==> src/rtl/div_unit.sv <==
// Iterative radix-2 restoring divider for RV32M DIV/DIVU/REM/REMU, one quotient bit per cycle.
// Optional macro DIV_FAST_PATH_EN: finish in one cycle when |divisor| > |dividend|.
module div_unit #(
    parameter int XLEN  = 32,
    parameter int CNT_W = 6
) (
    input  logic            clk,
    input  logic            rst,
    input  logic            start_i,
    input  logic [1:0]      op_i,
    input  logic [XLEN-1:0] dividend_i,
    input  logic [XLEN-1:0] divisor_i,
    input  logic            annul_i,
    output logic [XLEN-1:0] result_o,
    output logic            valid_o,
    output logic            busy_o,
    output logic            stallreq_o
);

    localparam logic [1:0] ST_IDLE = 2'd0;
    localparam logic [1:0] ST_CALC = 2'd1;
    localparam logic [1:0] ST_DONE = 2'd2;

    localparam logic [XLEN-1:0] MIN_NEG = {1'b1, {(XLEN-1){1'b0}}};

    logic [1:0]      state_q, state_d;
    logic [CNT_W-1:0] cnt_q, cnt_d;
    logic [XLEN-1:0] rem_q, rem_d;
    logic [XLEN-1:0] quo_q, quo_d;
    logic [XLEN-1:0] dvsr_q, dvsr_d;
    logic            neg_quo_q, neg_quo_d;
    logic            neg_rem_q, neg_rem_d;
    logic            is_rem_q, is_rem_d;
    logic [XLEN-1:0] result_q, result_d;

    // Operand decode at acceptance
    logic            is_signed, a_neg, b_neg;
    logic [XLEN-1:0] mag_a, mag_b;
    logic            div_zero, sgn_ovf, fast_hit;

    assign is_signed = ~op_i[0];
    assign a_neg     = is_signed & dividend_i[XLEN-1];
    assign b_neg     = is_signed & divisor_i[XLEN-1];
    assign mag_a     = a_neg ? (XLEN'(0) - dividend_i) : dividend_i;
    assign mag_b     = b_neg ? (XLEN'(0) - divisor_i) : divisor_i;
    assign div_zero  = (divisor_i == '0);
    assign sgn_ovf   = is_signed && (dividend_i == MIN_NEG) && (divisor_i == '1);
`ifdef DIV_FAST_PATH_EN
    assign fast_hit  = (mag_b > mag_a);
`else
    assign fast_hit  = 1'b0;
`endif

    // One restoring step; the XLEN+1-bit trial keeps the carry out of the shifted remainder
    logic [XLEN:0]   rem_sh, diff;
    logic            trial_ok;
    logic [XLEN-1:0] rem_iter, quo_iter, rem_fin, quo_fin;

    assign rem_sh   = {rem_q, quo_q[XLEN-1]};
    assign diff     = rem_sh - {1'b0, dvsr_q};
    assign trial_ok = ~diff[XLEN];
    assign rem_iter = trial_ok ? diff[XLEN-1:0] : rem_sh[XLEN-1:0];
    assign quo_iter = {quo_q[XLEN-2:0], trial_ok};
    assign quo_fin  = neg_quo_q ? (XLEN'(0) - quo_iter) : quo_iter;
    assign rem_fin  = neg_rem_q ? (XLEN'(0) - rem_iter) : rem_iter;

    always_comb begin
        state_d   = state_q;
        cnt_d     = cnt_q;
        rem_d     = rem_q;
        quo_d     = quo_q;
        dvsr_d    = dvsr_q;
        neg_quo_d = neg_quo_q;
        neg_rem_d = neg_rem_q;
        is_rem_d  = is_rem_q;
        result_d  = result_q;
        case (state_q)
            ST_IDLE: begin
                if (start_i && !annul_i) begin
                    cnt_d     = CNT_W'(XLEN);
                    rem_d     = '0;
                    quo_d     = mag_a;
                    dvsr_d    = mag_b;
                    neg_quo_d = a_neg ^ b_neg;
                    neg_rem_d = a_neg;
                    is_rem_d  = op_i[1];
                    if (div_zero) begin
                        result_d = op_i[1] ? dividend_i : '1;
                        state_d  = ST_DONE;
                    end else if (sgn_ovf) begin
                        result_d = op_i[1] ? '0 : dividend_i;
                        state_d  = ST_DONE;
                    end else if (fast_hit) begin
                        result_d = op_i[1] ? dividend_i : '0;
                        state_d  = ST_DONE;
                    end else begin
                        state_d  = ST_CALC;
                    end
                end
            end
            ST_CALC: begin
                if (annul_i) begin
                    state_d = ST_IDLE;
                    cnt_d   = '0;
                end else begin
                    rem_d = rem_iter;
                    quo_d = quo_iter;
                    cnt_d = cnt_q - CNT_W'(1);
                    if (cnt_q == CNT_W'(1)) begin
                        result_d = is_rem_q ? rem_fin : quo_fin;
                        state_d  = ST_DONE;
                    end
                end
            end
            ST_DONE: begin
                state_d = ST_IDLE;
            end
            default: begin
                state_d = ST_IDLE;
            end
        endcase
    end

    always_ff @(posedge clk) begin
        if (rst) begin
            state_q   <= ST_IDLE;
            cnt_q     <= '0;
            rem_q     <= '0;
            quo_q     <= '0;
            dvsr_q    <= '0;
            neg_quo_q <= 1'b0;
            neg_rem_q <= 1'b0;
            is_rem_q  <= 1'b0;
            result_q  <= '0;
        end else begin
            state_q   <= state_d;
            cnt_q     <= cnt_d;
            rem_q     <= rem_d;
            quo_q     <= quo_d;
            dvsr_q    <= dvsr_d;
            neg_quo_q <= neg_quo_d;
            neg_rem_q <= neg_rem_d;
            is_rem_q  <= is_rem_d;
            result_q  <= result_d;
        end
    end

    // A flush seen in DONE suppresses the pulse for that op
    assign result_o   = result_q;
    assign valid_o    = (state_q == ST_DONE) && !annul_i;
    assign busy_o     = (state_q != ST_IDLE);
    assign stallreq_o = ((state_q == ST_IDLE) && start_i && !annul_i) ||
                        ((state_q == ST_CALC) && !annul_i);

endmodule

==> config.mk <==
export PLATFORM = sky130hd
export DESIGN_NAME = div_unit
export DESIGN_NICKNAME = d
export VERILOG_FILES = /design/src/rtl/div_unit.sv
export SDC_FILE = /design/constraint.sdc
export NUM_CORES = 1
export LEC_CHECK = 0
export CORE_MARGIN = 3
export CORE_UTILIZATION = 50
export DETAILED_ROUTE_END_ITERATION = 10
export GPL_TIMING_DRIVEN = 0
export PLACE_DENSITY_LB_ADDON = 0.12
export SETUP_SLACK_MARGIN = 0.05
export SLEW_MARGIN = 20
export SYNTH_ARGS = -nofsm -noshare
export SYNTH_HDL_FRONTEND = slang
export SYNTH_SLANG_ARGS = --single-unit
==> constraint.sdc <==
create_clock -name clk -period 7.57 [get_ports clk]
set_clock_uncertainty 0.05 [all_clocks]
set_input_delay 1.514 -clock clk [delete_from_list [all_inputs] [get_ports clk]]
set_output_delay 1.514 -clock clk [all_outputs]
set_load 0.05 [all_outputs]
==> Yosys cells after proc, flatten, opt, wreduce, memory -nomap -nowiden <==
Cells that the tools add are included.
{ "totals": {"input_bits": 70, "regBits": 139, "out_inout_bits": 35} }
{ "classes": {"n_eq_ne": 10, "n_mux": 29, "n_addsub": 6, "reduce_logical": 18, "bitwise_logic": 5} }
{ "ops": {"columns": ["operator", "n"], "rows": [
  ["two-way mux 32 bit", 17],
  ["one-hot mux 32 bit (2 select lines)", 3],
  ["subtractor 1 x 32 -> 32 bit (first input constant)", 4],
  ["== test 32 bit (second input constant)", 2],
  ["subtractor 33 x 32 -> 33 bit", 1],
  ["logical NOT 32 bit", 1],
  ["two-way mux 6 bit", 2],
  ["one-hot mux 6 bit (2 select lines)", 1],
  ["two-way mux 2 bit", 5],
  ["logical AND 1 bit", 7],
  ["== test 6 x 1 -> 1 bit (second input constant)", 1],
  ["inequality test 2 bit (second input constant)", 3],
  ["inequality test 3 bit (second input constant)", 2],
  ["AND reduction 2 bit", 3],
  ["subtractor 6 x 1 -> 6 bit (second input constant)", 1],
  ["AND reduction 5 bit", 1],
  ["one-hot mux 2 bit (2 select lines)", 1],
  ["nonzero test 2 bit", 2],
  ["AND reduction 3 bit", 1],
  ["bitwise AND 1 bit", 2],
  ["== test 2 x 1 -> 1 bit (second input constant)", 1],
  ["== test 2 bit (second input constant)", 1],
  ["logical NOT 2 bit", 1],
  ["inverter 1 bit", 2],
  ["other kinds (3)", 3]
]} }

==> Logic depth before layout (Yosys ltp) <==
Gate-level depths: netlist of the first run.
{ "depth": {"ltp_word": 8, "depth_mapped": 27, "ltp_nobuf": 22} }

==> Least setup slack after synthesis of the first run <==
OpenSTA, ideal clock, no wires.
{ "synth_timing": {"kind": "register -> register", "from": "reg quo_q[31]", "to": "reg result_q[28] (netlist: result_o[28])", "slack_ns": 2.274, "path_buffers": 5, "setup_time_ns": 0.120, "t_required_ns": 7.400, "period_less_slack_ns": 5.296, "stages_incl_launch_ff": 28, "arrival_time_ns": 5.126, "path_cell_list": "dfxtp_1 inv_1 ha_1 inv_1 fa_1 a211oi_2 o211ai_1 nand2_1 a21oi_1 o211a_1 buf_6 inv_6 buf_6 clkbuf_1 clkbuf_1 buf_1 ha_1 nand2b_1 or2_2 or4_1 nor2_1 nand2_1 or2_2 o31ai_1 xnor2_1 o21ai_0 o21ai_0 o31a_1"} }
{ "synth_via": {"elab_chain_len": 8} }
{ "synth_rtl": {"columns": ["item", "line_no", "text"], "rows": [
  ["start: declaration", "29", "logic [XLEN-1:0] quo_q, quo_d;"],
  ["start signal: assignment", "139", "quo_q <= quo_d;"],
  ["subtractor 33 x 32 -> 33 bit", "60", "assign diff = rem_sh - {1'b0, dvsr_q};"],
  ["two-way mux 32 bit / inverter 1 bit (equally long branches)", "62, 61", null],
  ["subtractor 1 x 32 -> 32 bit, on equally long branches", "65, 64", null],
  ["two-way mux 32 bit, on equally long branches", "65, 64", null],
  ["two-way mux 32 bit (*)", "110", "result_d = is_rem_q ? rem_fin : quo_fin;"],
  ["two-way mux 32 bit (*)", "109", "if (cnt_q == CNT_W'(1)) begin"],
  ["two-way mux 32 bit (*)", "102", "if (annul_i) begin"],
  ["one-hot mux 32 bit (2 select lines) (*)", "77", "case (state_q)"],
  ["end signal: assignment", "144", "result_q <= result_d;"],
  ["end: declaration", "34", "logic [XLEN-1:0] result_q, result_d;"]
]} }
Every way passes the cells marked *; elsewhere a longest branch is shown, timed or not. The select of a mux whose other input is x is not followed.
A chain may end at the register's enable or synchronous reset.

==> Worst setup path after layout of the first run <==
Ends and elaborated chain as after synthesis.

==> run summary, run 1 <==
run status - finished clean
clk buf depth - 2
Hold Fails Final Rpt - 0
RSZ-0062 raised after global routing - no
ys flop type - dfxtp_1
final hold slack - 0.4006 ns
complex-gate fraction of the synthesized area - 28.35%
Combinational Power Share - 29.8%
Pint - 1.464 mW
WL final - 47240 µm
Port Buffers - 103
setup ws final - 0.3250 ns
Initial Utilization - 51.37%
wire per inst - 22.68 µm
DIE WIDTH - 159.4 µm
CTS Buf Count - 17
top-count cell post-synth - nor2_1
CP Data Required Time - 7.90 ns
Seq/Total Area, Yosys - 23.64%
Commonest cells post-synth - nor2_1 (246), a21oi_1 (147), nand2_1 (141)
initial antenna violation count - 1
Core ar. - 22920 µm²
Final HPWL DP - 37320 µm
PostCTS Resize Cnt - 0
Hold Path Stages - 2
largest net degree at the start of global routing - 17
power density over cell area - 169.7 nW/µm²
antenna-violating nets left - 0
synthesized-area fraction occupied by adder cells - 6.696%
hold crit path type - reg2reg
Synth Instances - 1634
Synth area leader - dfxtp_1
Least-Margin Pin Slew - 1.185 ns
# Post-CTS Setup Buffers - 0
highest clock rate - 138.0 MHz
pre-CTS setup slack - 0.4654 ns
Clock power frac - 35.7%
largest family of logic cells by synthesized area - compound AO/OA/AOI/OAI gates
Yosys warning count - 0
Die H - 159.4 µm
crit path launch type - flop
max_cap viols - 0
Total GRT Usage - 35.89%
IO Pins - 105
Peak supply drop - 116.0 µV
full die area - 25420 µm²
clock period minus worst slack - 7.245 ns
Synth area leaders - dfxtp_1 (24%), nor2_1 (7.8%), a21oi_1 (6.2%), xnor2_1 (5.1%), nand2_1 (4.5%)
drt drc - 0
critical path class - reg2reg
clk root buf - clkbuf_16
Post-synth EDFFs - 0
cells on worst reg2reg path - 27
#FFs+latches synth - 139
DRT Pass-1 Iters - 8
layout net count - 1866
Net Switching - 0.8722 mW
Max Slew Vio Count - 0
TNS Setup - 0 ns
H-tree Lvls - 4
layout cell share with drive strength beyond 1 - 4.240%
fin cells - 2083
simple logic cell fraction of the synthesized area - 24.61%
fin crit share - 95.71%
row count - 55
vias per cell - 6.398
first-pass GRT wire length - 71870 µm
Synth cell types - 80
Vias - 13328
synthesized cell area - 11770 µm²
Leak - 4.881 nW
CP max FO - 10
Synth Area per Inst - 7.205 µm²
area grow syn2layout - 16.94%
clock-pin slew on the worst setup and hold paths - 0.07 ns
Cell Count Post-Placement - 2050
Synth top area share - 23.64%
ys async rst share - 0%
Finished Core Util - 60.08%
relative slew slack - 21.00%
worst-skew pair later-pin latency - 0.44 ns
XOR/XNOR Fraction of Synth Area - 9.438%
grt total ovfl - 0
hold_buf cts - 0
syn nets - 1744
vias in the first global route - 12070
Seq pwr share - 34.5%
Num Clock Sinks - 139
WP data arrival - 7.58 ns
DRT iter0 DRCs - 1843
post-synthesis mux area share - 1.786%
Setup Viol. Count Final - 0
routability cong. - 1.028
switch share - 37.33%
Setup crit end kind - flop
CTS tree - done
-- power groups by stage --
stage               Combinational, mW  Sequential (mW)  Clock [mW]
floorplan                       0.430            0.821           0
global placement                0.667            0.817           0
detailed placement              0.672            0.819           0
CTS                             0.676            0.803       0.829
global route                    0.749            0.809       0.858
finish                          0.697            0.805       0.834
-- critical path, stage by stage (launching register included) --
cell	delay (ns)
dfxtp_1	0.49
inv_1	0.08
ha_1	0.24
inv_1	0.08
fa_1	0.30
a211oi_2	0.12
o211ai_1	0.23
nand2_1	0.17
a211o_1	0.29
o211a_1	0.16
buf_6	0.17
inv_6	0.09
buf_6	0.15
clkbuf_1	0.56
clkbuf_1	0.54
clkbuf_2	0.42
ha_1	0.24
nand2b_1	0.10
or2_2	0.31
or4_1	0.52
nor2_1	0.13
nand2_1	0.07
or2_2	0.34
o31ai_1	0.33
xnor2_1	0.18
o21ai_0	0.09
o21ai_0	0.50
o31a_1	0.20
-- per-layer routing --
layer | up-vias | GRT usage [%] | wire length (µm)
li1 | 6232 | - | -
met1 | 6264 | 50.91 | 20750
met2 | 741 | 53.47 | 20040
met3 | 91 | 10.30 | 5296
met4 | 0 | 9.272 | 1160
met5 | - | 0 | 0
-- final timing paths --
kind,from,endpoint,slack (ns)
max,quo_q[31],result_o[28],0.33
min,result_o[12],result_o[12],0.40
min reg2reg,result_o[12],result_o[12],0.40
max reg2reg,quo_q[31],result_o[28],0.33
-- sequential cells by signal, summed over array words and instances, names as in the netlist --
signal,flops
cnt_q,6
dvsr_q,32
is_rem_q,1
neg_quo_q,1
neg_rem_q,1
quo_q,32
rem_q,32
result_o,32
state_q,2
-- kinds of logic after synthesis --
group | count (synthesis)
AOI/OAI and AO/OA | 505
xor gates and xnor gates | 126
adders and majority gates | 68
buffers and inverters | 159
DFF | 139
muxes | 20
and+or+nand+nor | 617
-- per-stage QoR --
stage,cell area (µm²),power (mW)
floorplan,11770,1.251
global placement,13200,1.484
detailed placement,13200,1.491
CTS,13760,2.308
global route,13760,2.416
finish,13770,2.337
-- placed cells by master (no fill, tap or decap), types with 39 or more instances in the layout --
master / n
dfxtp_1: 139
clkbuf_1: 80
nor2_1: 246
xnor2_1: 69
o21ai_0: 84
nor3_1: 44
inv_1: 55
ha_1: 39
xor2_1: 56
a211oi_1: 67
nand2_1: 141
a21oi_1: 147
clkdlybuf4s50_1: 103
-- cell type report --
cell class,count,area (µm²)
fillers,2264,9149
multi-input cells,1336,8344
flip-flops and latches,139,2783
repair buffers,103,1031
clock buffers,20,466.7
plain buffers,102,427.9
well taps,313,391.6
inverters,57,219.0
clock inverters,12,101.3
diodes,1,2.502
No activity file was read; power rests on OpenSTA's default activity.
==> inputs of run 2 (changes only) <==
--- a/config.mk
+++ b/config.mk
@@ -11,7 +11,9 @@
 export GPL_TIMING_DRIVEN = 0
 export PLACE_DENSITY_LB_ADDON = 0.12
 export SETUP_SLACK_MARGIN = 0.05
+export SKIP_CTS_REPAIR_TIMING = 1
 export SLEW_MARGIN = 20
 export SYNTH_ARGS = -nofsm -noshare
 export SYNTH_HDL_FRONTEND = slang
 export SYNTH_SLANG_ARGS = --single-unit
+export TNS_END_PERCENT = 100
==> results of run 2 <==
Final layout, timing and power as in run 1 (identical DEF).
